[src/rtl/elastic_pipereg.sv]
// Elastic valid/ready stage register with flush and a saturating stall counter.
// MODE 0 is a two-entry skid buffer (registered in_ready); MODE 1 is a single entry.
module elastic_pipereg #(
  parameter int unsigned     WIDTH     = 64,
  parameter int unsigned     MODE      = 0,
  parameter logic [WIDTH-1:0] RESET_VAL = '0,
  parameter int unsigned     CNT_W     = 16
) (
  input  logic             clk,
  input  logic             reset,
  input  logic             in_valid,
  output logic             in_ready,
  input  logic [WIDTH-1:0] in_data,
  output logic             out_valid,
  input  logic             out_ready,
  output logic [WIDTH-1:0] out_data,
  input  logic             flush,
  output logic [1:0]       occupancy,
  output logic [CNT_W-1:0] stall_cnt
);

  localparam logic [CNT_W-1:0] CNT_MAX = '1;

  logic             main_valid_q, main_valid_d;
  logic [WIDTH-1:0] main_data_q,  main_data_d;
  logic             skid_valid_q, skid_valid_d;
  logic [WIDTH-1:0] skid_data_q,  skid_data_d;
  logic [CNT_W-1:0] stall_cnt_q,  stall_cnt_d;
  logic             in_fire, out_fire;

  // MODE 1 ready looks through to out_ready so a full entry can be replaced in one cycle
  always_comb begin
    if (MODE == 0) in_ready = ~skid_valid_q;
    else           in_ready = ~main_valid_q | out_ready;
  end

  assign in_fire   = in_valid & in_ready;
  assign out_fire  = main_valid_q & out_ready;
  assign out_valid = main_valid_q;
  assign out_data  = main_data_q;
  assign occupancy = 2'(main_valid_q) + 2'(skid_valid_q);
  assign stall_cnt = stall_cnt_q;

  always_comb begin
    main_valid_d = main_valid_q;
    main_data_d  = main_data_q;
    skid_valid_d = skid_valid_q;
    skid_data_d  = skid_data_q;
    stall_cnt_d  = stall_cnt_q;

    if (main_valid_q && !out_ready && stall_cnt_q != CNT_MAX)
      stall_cnt_d = stall_cnt_q + CNT_W'(1);

    if (flush) begin
      // Data registers keep their contents; only the valids are killed
      main_valid_d = 1'b0;
      skid_valid_d = 1'b0;
    end else if (MODE == 0) begin
      if (out_fire) begin
        if (skid_valid_q) begin
          main_data_d  = skid_data_q;
          main_valid_d = 1'b1;
          skid_valid_d = 1'b0;
        end else if (in_fire) begin
          main_data_d  = in_data;
          main_valid_d = 1'b1;
        end else begin
          main_valid_d = 1'b0;
        end
      end else if (in_fire) begin
        if (main_valid_q) begin
          skid_data_d  = in_data;
          skid_valid_d = 1'b1;
        end else begin
          main_data_d  = in_data;
          main_valid_d = 1'b1;
        end
      end
    end else begin
      skid_valid_d = 1'b0;
      if (in_fire) begin
        main_data_d  = in_data;
        main_valid_d = 1'b1;
      end else if (out_fire) begin
        main_valid_d = 1'b0;
      end
    end
  end

  always_ff @(posedge clk or posedge reset) begin
    if (reset) begin
      main_valid_q <= 1'b0;
      main_data_q  <= RESET_VAL;
      skid_valid_q <= 1'b0;
      skid_data_q  <= RESET_VAL;
      stall_cnt_q  <= '0;
    end else begin
      main_valid_q <= main_valid_d;
      main_data_q  <= main_data_d;
      skid_valid_q <= skid_valid_d;
      skid_data_q  <= skid_data_d;
      stall_cnt_q  <= stall_cnt_d;
    end
  end

endmodule

[config.mk]
export PLATFORM = sky130hd
export DESIGN_NAME = elastic_pipereg
export DESIGN_NICKNAME = d
export VERILOG_FILES = /design/src/rtl/elastic_pipereg.sv
export SDC_FILE = /design/constraint.sdc
export NUM_CORES = 1
export LEC_CHECK = 0
export BUFFER_PORTS_ARGS = -buffer_cell sky130_fd_sc_hd__buf_2
export CORE_UTILIZATION = 45
export DETAILED_ROUTE_END_ITERATION = 8
export GPL_ROUTABILITY_DRIVEN = 0
export GPL_TIMING_DRIVEN = 0
export PLACE_DENSITY_LB_ADDON = 0.05
export SLEW_MARGIN = 20
export SYNTH_ARGS = -nofsm -noshare
export SYNTH_HDL_FRONTEND = slang
export SYNTH_SLANG_ARGS = --single-unit
[constraint.sdc]
create_clock -name clk -period 5.4 [get_ports clk]
set_input_delay 0.54 -clock clk [delete_from_list [all_inputs] [get_ports clk]]
set_output_delay 0.54 -clock clk [all_outputs]
set_load 0.01 [all_outputs]
==> run metrics, run 1 <==
Clock Skews=10.6 ps; max-slew violations=0; actual slew at the worst max-slew pin=640 ps; Yosys top cell area share=58.6%; final instance area=0.00785 mm²; LEAKAGE=4.05 nW; area of the mapped netlist=0.00624 mm²; initial antenna violation count=0; initial DRC count=around 180; CTS tree=built; MaxCap Viol Count=0; Routed wire per std cell=15.8 µm; CTS clk-pin slew, worst paths=60 ps; HP Class=in2async; CTS max path bufs=2; crit share post-route=a little under two fifths; Initial Util=46.5%; CORE AREA=between 0.01 and 0.015 mm²; cts bufs inserted=17; 1st-pass router iterations=4; num ports=~150; largest net degree at the start of global routing=95; register area share after synthesis=just under 60%; CTS Hold Bufs=0; #FFs+latches synth=approximately 150; # setup viols final=0; postcts setup bufs=0; DP Wirelength=9.43 mm; CP max stage delay=just under 600 ps; outcome=complete, no violations; Ys Warns=0; final wirelength=~14 mm; clock sinks=146; min Tclk post-route=2030 ps; first-pass GRT wire length=22.4 mm; CTS H-Tree Depth=4; Req. time, crit path=5700 ps; power per cell area=roughly 410 mW/mm²; delay-heaviest family, CP=simple AND/OR/NAND/NOR gates; post-synth top area cell=dfrtp_1; number of placement rows=between 40 and 50; VDD IR-drop max=0.200 mV; CP max-delay cell=nor3_4; WP data arrival=2330 ps; top cells by area, synth=dfrtp_1, mux2i_1, mux2_2; Setup WS pre-CTS=3100 ps; Post-Syn Nets=roughly 570; vias in the first global route=between 4,000 and 5,000; ANT nets after route=0; Skew-Pair Late Insertion Delay=~420 ps; gr ovfl total=0; worst path bufs/invs=1; full die area=0.0143 mm²; Die Wd=120 µm; Layout Nets=745; Placement Cell Area=slightly above 0.007 mm²; DRC viols=0; worst-path fanout max=10; die height=about 120 µm; synthesized instance count=502; Antenna Cells=0; Avg Cell Area, Syn=12.4 µm²; clk root buf=clkbuf_16; setup TNS=0 ps; PortBufs=roughly 150; DR vias=~4,400; layout cells sized above 1=38.1%; unrepaired setup endpoints after global routing=no; Setup CP Type=reg2reg; Final WS setup=about 3400 ps; worst relative slew slack=57.2%; DR vias/cell=5.14; worst-path cell chain=nand2b_1 -> nor3_4 -> buf_6 -> mux2_2; Area Overhead vs Synth=25.8%; critical path launch point type=flop; non-filler cells, final=between 800 and 900; Fin. Hold Viols=0; gr usage total=just over 20%; Max Freq=a little under 500 MHz; CP endpoint kind=flop; placed cell count=831; Power Total=approximately 3.2 mW; Distinct cells, synth=30; post_cts resized=0
layer usage:
layer / share of wire, % / wire length (µm) / GRT usage, % / vias up
li1: - / - / - / 2119
met1: 47 / 6390 / 26.5 / 2197
met2: 47 / 6360 / 32.2 / 105
met3: 5.3 / 721 / 6.70 / 11
met4: 0.94 / 128 / 6.09 / 0
met5: 0 / 0 / 0 / -
state kept, by name (all words and copies together) (netlist names):
register	cells
out_data	64
skid_data_q	64
stall_cnt	16
out_valid	1
skid_valid_q	1
through the flow:
step	hold WS, ps	utilization, %
after floorplan	457	-
after global placement	467	53.9
after detailed placement	474	54.1
after CTS	128	58.6
after global routing	130	58.6
final	118	58.6
worst paths after layout:
check / from / endpoint / slack, ps / cells after the start
max: out_valid$_DFFE_PP0P_ / skid_data_q[45]$_DFFE_PP0P_ / 3370 / 4
min: reset / out_data[36]$_DFFE_PP0P_ / 120 / 2
max reg2reg: out_valid$_DFFE_PP0P_ / skid_data_q[45]$_DFFE_PP0P_ / 3370 / 4
min reg2reg: skid_data_q[8]$_DFFE_PP0P_ / skid_data_q[8]$_DFFE_PP0P_ / 480 / 1
max in group asynchronous: reset / skid_data_q[55]$_DFFE_PP0P_ / 4480 / 3
min in group clk: in_data[3] / skid_data_q[3]$_DFFE_PP0P_ / 350 / 2
area by class of cell:
cell class / instances / area (µm²)
Sequential cell: 146 / 3650
Clock buffer: 17 / 425
Clock inverter: 15 / 168
Timing Repair Buffer: 153 / 788
Buffer: 27 / 173
Multi-Input combinational cell: 325 / 2400
Inverter: 4 / 22.5
Tap cell: 176 / 220
Fill cell: 1159 / 5550
cells in the mapped netlist (all sizes together):
cell	count
nor2b	1
mux2i	65
o21ai	2
or4	1
a31oi	2
and4b	2
ha	2
nand4	7
xnor2	6
and4	2
nor3b	1
and3	3
nand3	7
nor3	2
nand2	6
mux2	66
inv	4
a211oi	2
o21a	1
xor2	3
buf	27
nor2	71
nand2b	2
a21oi	68
dfrtp	146
nor4	3
where the power goes:
part           switching, mW  internal [mW]
clock network          0.451          0.721
logic                  0.268          0.269
registers              0.135           1.34
total                  0.854           2.33
cell usage in the layout (no fill, tap or decap), types with 2 or more instances in the layout:
master | Yosys | final
nand3_1 | 7 | 7
mux2_1 | 19 | 19
nand2b_1 | 2 | 2
buf_2 | 21 | 173
mux2i_1 | 65 | 65
and4b_1 | 2 | 2
clkinv_4 | 0 | 2
o21ai_0 | 2 | 2
mux2_2 | 47 | 47
bufinv_16 | 0 | 3
xnor2_1 | 6 | 6
and3_1 | 3 | 3
nor4_1 | 2 | 2
clkbuf_16 | 0 | 17
nand4_1 | 7 | 7
clkinv_2 | 0 | 6
inv_1 | 4 | 3
a211oi_1 | 2 | 2
xor2_1 | 3 | 3
buf_6 | 6 | 6
a21oi_1 | 68 | 68
dfrtp_1 | 146 | 146
clkinvlp_4 | 0 | 4
and4_1 | 2 | 2
ha_1 | 2 | 2
a31oi_1 | 2 | 2
nand2_1 | 6 | 6
nor2_1 | 71 | 71
cell families (layout without fill, tap and decap cells):
group / Yosys count / after routing / synth area share (%)
AOI/OAI and AO/OA: 75 / 75 / 6.18
buffers and inverters: 31 / 216 / 3.01
DFF: 146 / 146 / 58.6
xor gates and xnor gates: 9 / 9 / 1.26
and+or+nand+nor: 108 / 108 / 8.22
muxes: 131 / 131 / 22.3
adders and majority gates: 2 / 2 / 0.401
worst reg2reg max path: stages (launching register included):
cell and delay (ps):
dfrtp_1 500, nand2b_1 220, nor3_4 590, buf_6 260, mux2_2 350
Note: power is estimated with default switching activity, not from simulation.
==> inputs of run 2 (changes only) <==
- clock period: 5.4 -> 1.9 ns (I/O delays scaled with it)
==> run 2 against run 1 <==
Against the previous run:
- design area increased by 2.6%
- clock skew decreased by 5.0 ps
- count of clock-buffer cells in the layout up 6
- combinational power rose to 3.0 times the previous value
- total power rose to 2.7 times the previous value
- critical path depth increased by 1
- clock power rose by 150%
- via count grew 0.36%
- wire length rose by 2.3%
- register-to-register slack worse by 3200 ps
- core utilization increased by 1.5 points
- die area unchanged
==> run metrics, run 2 (synthesis gave the netlist of run 1 again) <==
outcome=complete, no violations (unchanged); initial DRC count=180 (was 181); Hold WS=14.2 ps (was 118 ps); CTS tree=built (unchanged); Routed wire per std cell=15.8 µm (about the same); Fin. Hold Viols=0 (unchanged); CORE AREA=0.0134 mm² (unchanged); Max Freq=570 MHz (was 493 MHz); HP Class=in2reg (was in2async); # setup viols final=0 (unchanged); DR vias=4,448 (was 4,432); Placement Cell Area=0.00734 mm² (was 0.00725 mm²); gr ovfl total=0 (unchanged); CTS H-Tree Depth=4 (unchanged); largest net degree at the start of global routing=36 (was 95); clk root buf=clkbuf_16 (unchanged); CTS clk-pin slew, worst paths=60 ps (about the same); Reg power frac=48.2% (was 46.3%); switching share of power=27.1% (was 26.8%); clock sinks=146 (unchanged); DR vias/cell=5.05 (was 5.14); Initial Util=46.5% (unchanged); die height=120 µm (unchanged); min Tclk post-route=1760 ps (was 2030 ps); CTS max path bufs=2 (unchanged); final instance area=0.00805 mm² (was 0.00785 mm²); VDD IR-drop max=0.537 mV (was 0.200 mV); Skew-Pair Late Insertion Delay=420 ps (about the same); final wirelength=13.9 mm (was 13.6 mm); full die area=0.0143 mm² (unchanged); num ports=153 (unchanged); vias in the first global route=4,504 (was 4,489); Comb pwr share=18.2% (was 16.9%); Die Wd=120 µm (unchanged); first-pass GRT wire length=23.0 mm (was 22.4 mm); initial antenna violation count=0 (unchanged); Req. time, crit path=2190 ps (was 5700 ps); worst-path fanout max=10 (unchanged); ANT nets after route=0 (unchanged); DRC viols=0 (unchanged); clock power share=33.6% (was 36.8%); Setup CP Type=reg2reg (unchanged); WP data arrival=2050 ps (was 2330 ps); power per cell area=1080 mW/mm² (was 406 mW/mm²); gr usage total=20.7% (was 20.3%); unrepaired setup endpoints after global routing=no (unchanged); CP endpoint kind=flop (unchanged); max-slew violations=0 (unchanged); Psw=2.36 mW (was 0.854 mW); actual slew at the worst max-slew pin=520 ps (was 640 ps); PortBufs=152 (unchanged); layout cells sized above 1=37.7% (was 38.1%); Antenna Cells=0 (unchanged); LEAKAGE=4.14 nW (was 4.05 nW); number of placement rows=42 (unchanged); Clock Skews=5.63 ps (was 10.6 ps); Layout Nets=765 (was 745); DP Wirelength=9.92 mm (was 9.43 mm); worst relative slew slack=65.3% (was 57.2%); Int Pwr=6.35 mW (was 2.33 mW); commonest non-fill, non-tap cell in the layout=buf_2 (unchanged); Area Overhead vs Synth=29.0% (was 25.8%); MaxCap Viol Count=0 (unchanged); critical path launch point type=flop (unchanged); most frequent cells in the layout=buf_2, dfrtp_1, nor2_1 (unchanged); utilization after layout=60.0% (was 58.6%); crit share post-route=92.4% (was 37.5%); 1st-pass router iterations=6 (was 4); cts bufs inserted=17 (unchanged)
run 2: final cells by class:
type	instances	area [µm²]
Sequential cell	146	3650
Multi-Input combinational cell	325	2410
Tap cell	176	220
Clock inverter	7	35.0
Clock buffer	23	478
Buffer	27	183
Inverter	4	18.8
Timing Repair Buffer	173	1050
Fill cell	1177	5350
run 2: worst paths after layout:
check	startpoint	end	slack [ps]	cells past startpoint
max reg2reg	out_valid$_DFFE_PP0P_	out_data[4]$_DFFE_PP0P_	140	5
min reg2reg	skid_data_q[53]$_DFFE_PP0P_	skid_data_q[53]$_DFFE_PP0P_	490	1
min	in_data[53]	skid_data_q[53]$_DFFE_PP0P_	10	2
max	out_valid$_DFFE_PP0P_	out_data[4]$_DFFE_PP0P_	140	5
max in group asynchronous	reset	skid_data_q[43]$_DFFE_PP0P_	740	5
min in group asynchronous	reset	skid_data_q[16]$_DFFE_PP0P_	370	3
run 2: power groups by stage:
stage,sequential (mW),combinational (mW),clock [mW]
detailed placement,4.24,1.58,0
global route,4.29,1.77,3.12
global placement,4.20,1.50,0
floorplan,4.32,0.797,0
finish,4.20,1.59,2.92
CTS,4.20,1.61,3.01
run 2: layer usage:
metal,up-vias,part of all wire [%],GRT usage (%)
met2,112,48,32.8
met4,0,1.3,7.58
met1,2167,45,27.2
li1,2154,-,-
met5,-,0,0
met3,15,5.7,5.89
run 2: metrics by stage:
step                TNS (ps)  total power, mW  setup WS (ps)  cells
floorplan             -17960             5.12           -123    502
global placement     -154970             5.69          -1010    830
detailed placement    -10120             5.83           -186    835
CTS                        0             8.82           34.5    881
global route               0             9.19           14.7    881
finish                     0             8.71            145    881
run 2: repair_timing:
| item | CTS | global route |
|---|---|---|
| endpoints found under the setup margin | 60 | 120 |
| gates resized for setup | 0 | 8 |
| pin swaps | 1 | 0 |
| setup buffers | 2 | 0 |
| endpoints found under the hold margin | 29 | 0 |
| hold buffers | 14 | 0 |
run 2: worst max-delay path: stages (launching register included):
cell and delay [ps]:
dfrtp_2 470, nand3_1 110, buf_2 300, buf_2 380
mux2i_1 270, a21oi_1 100
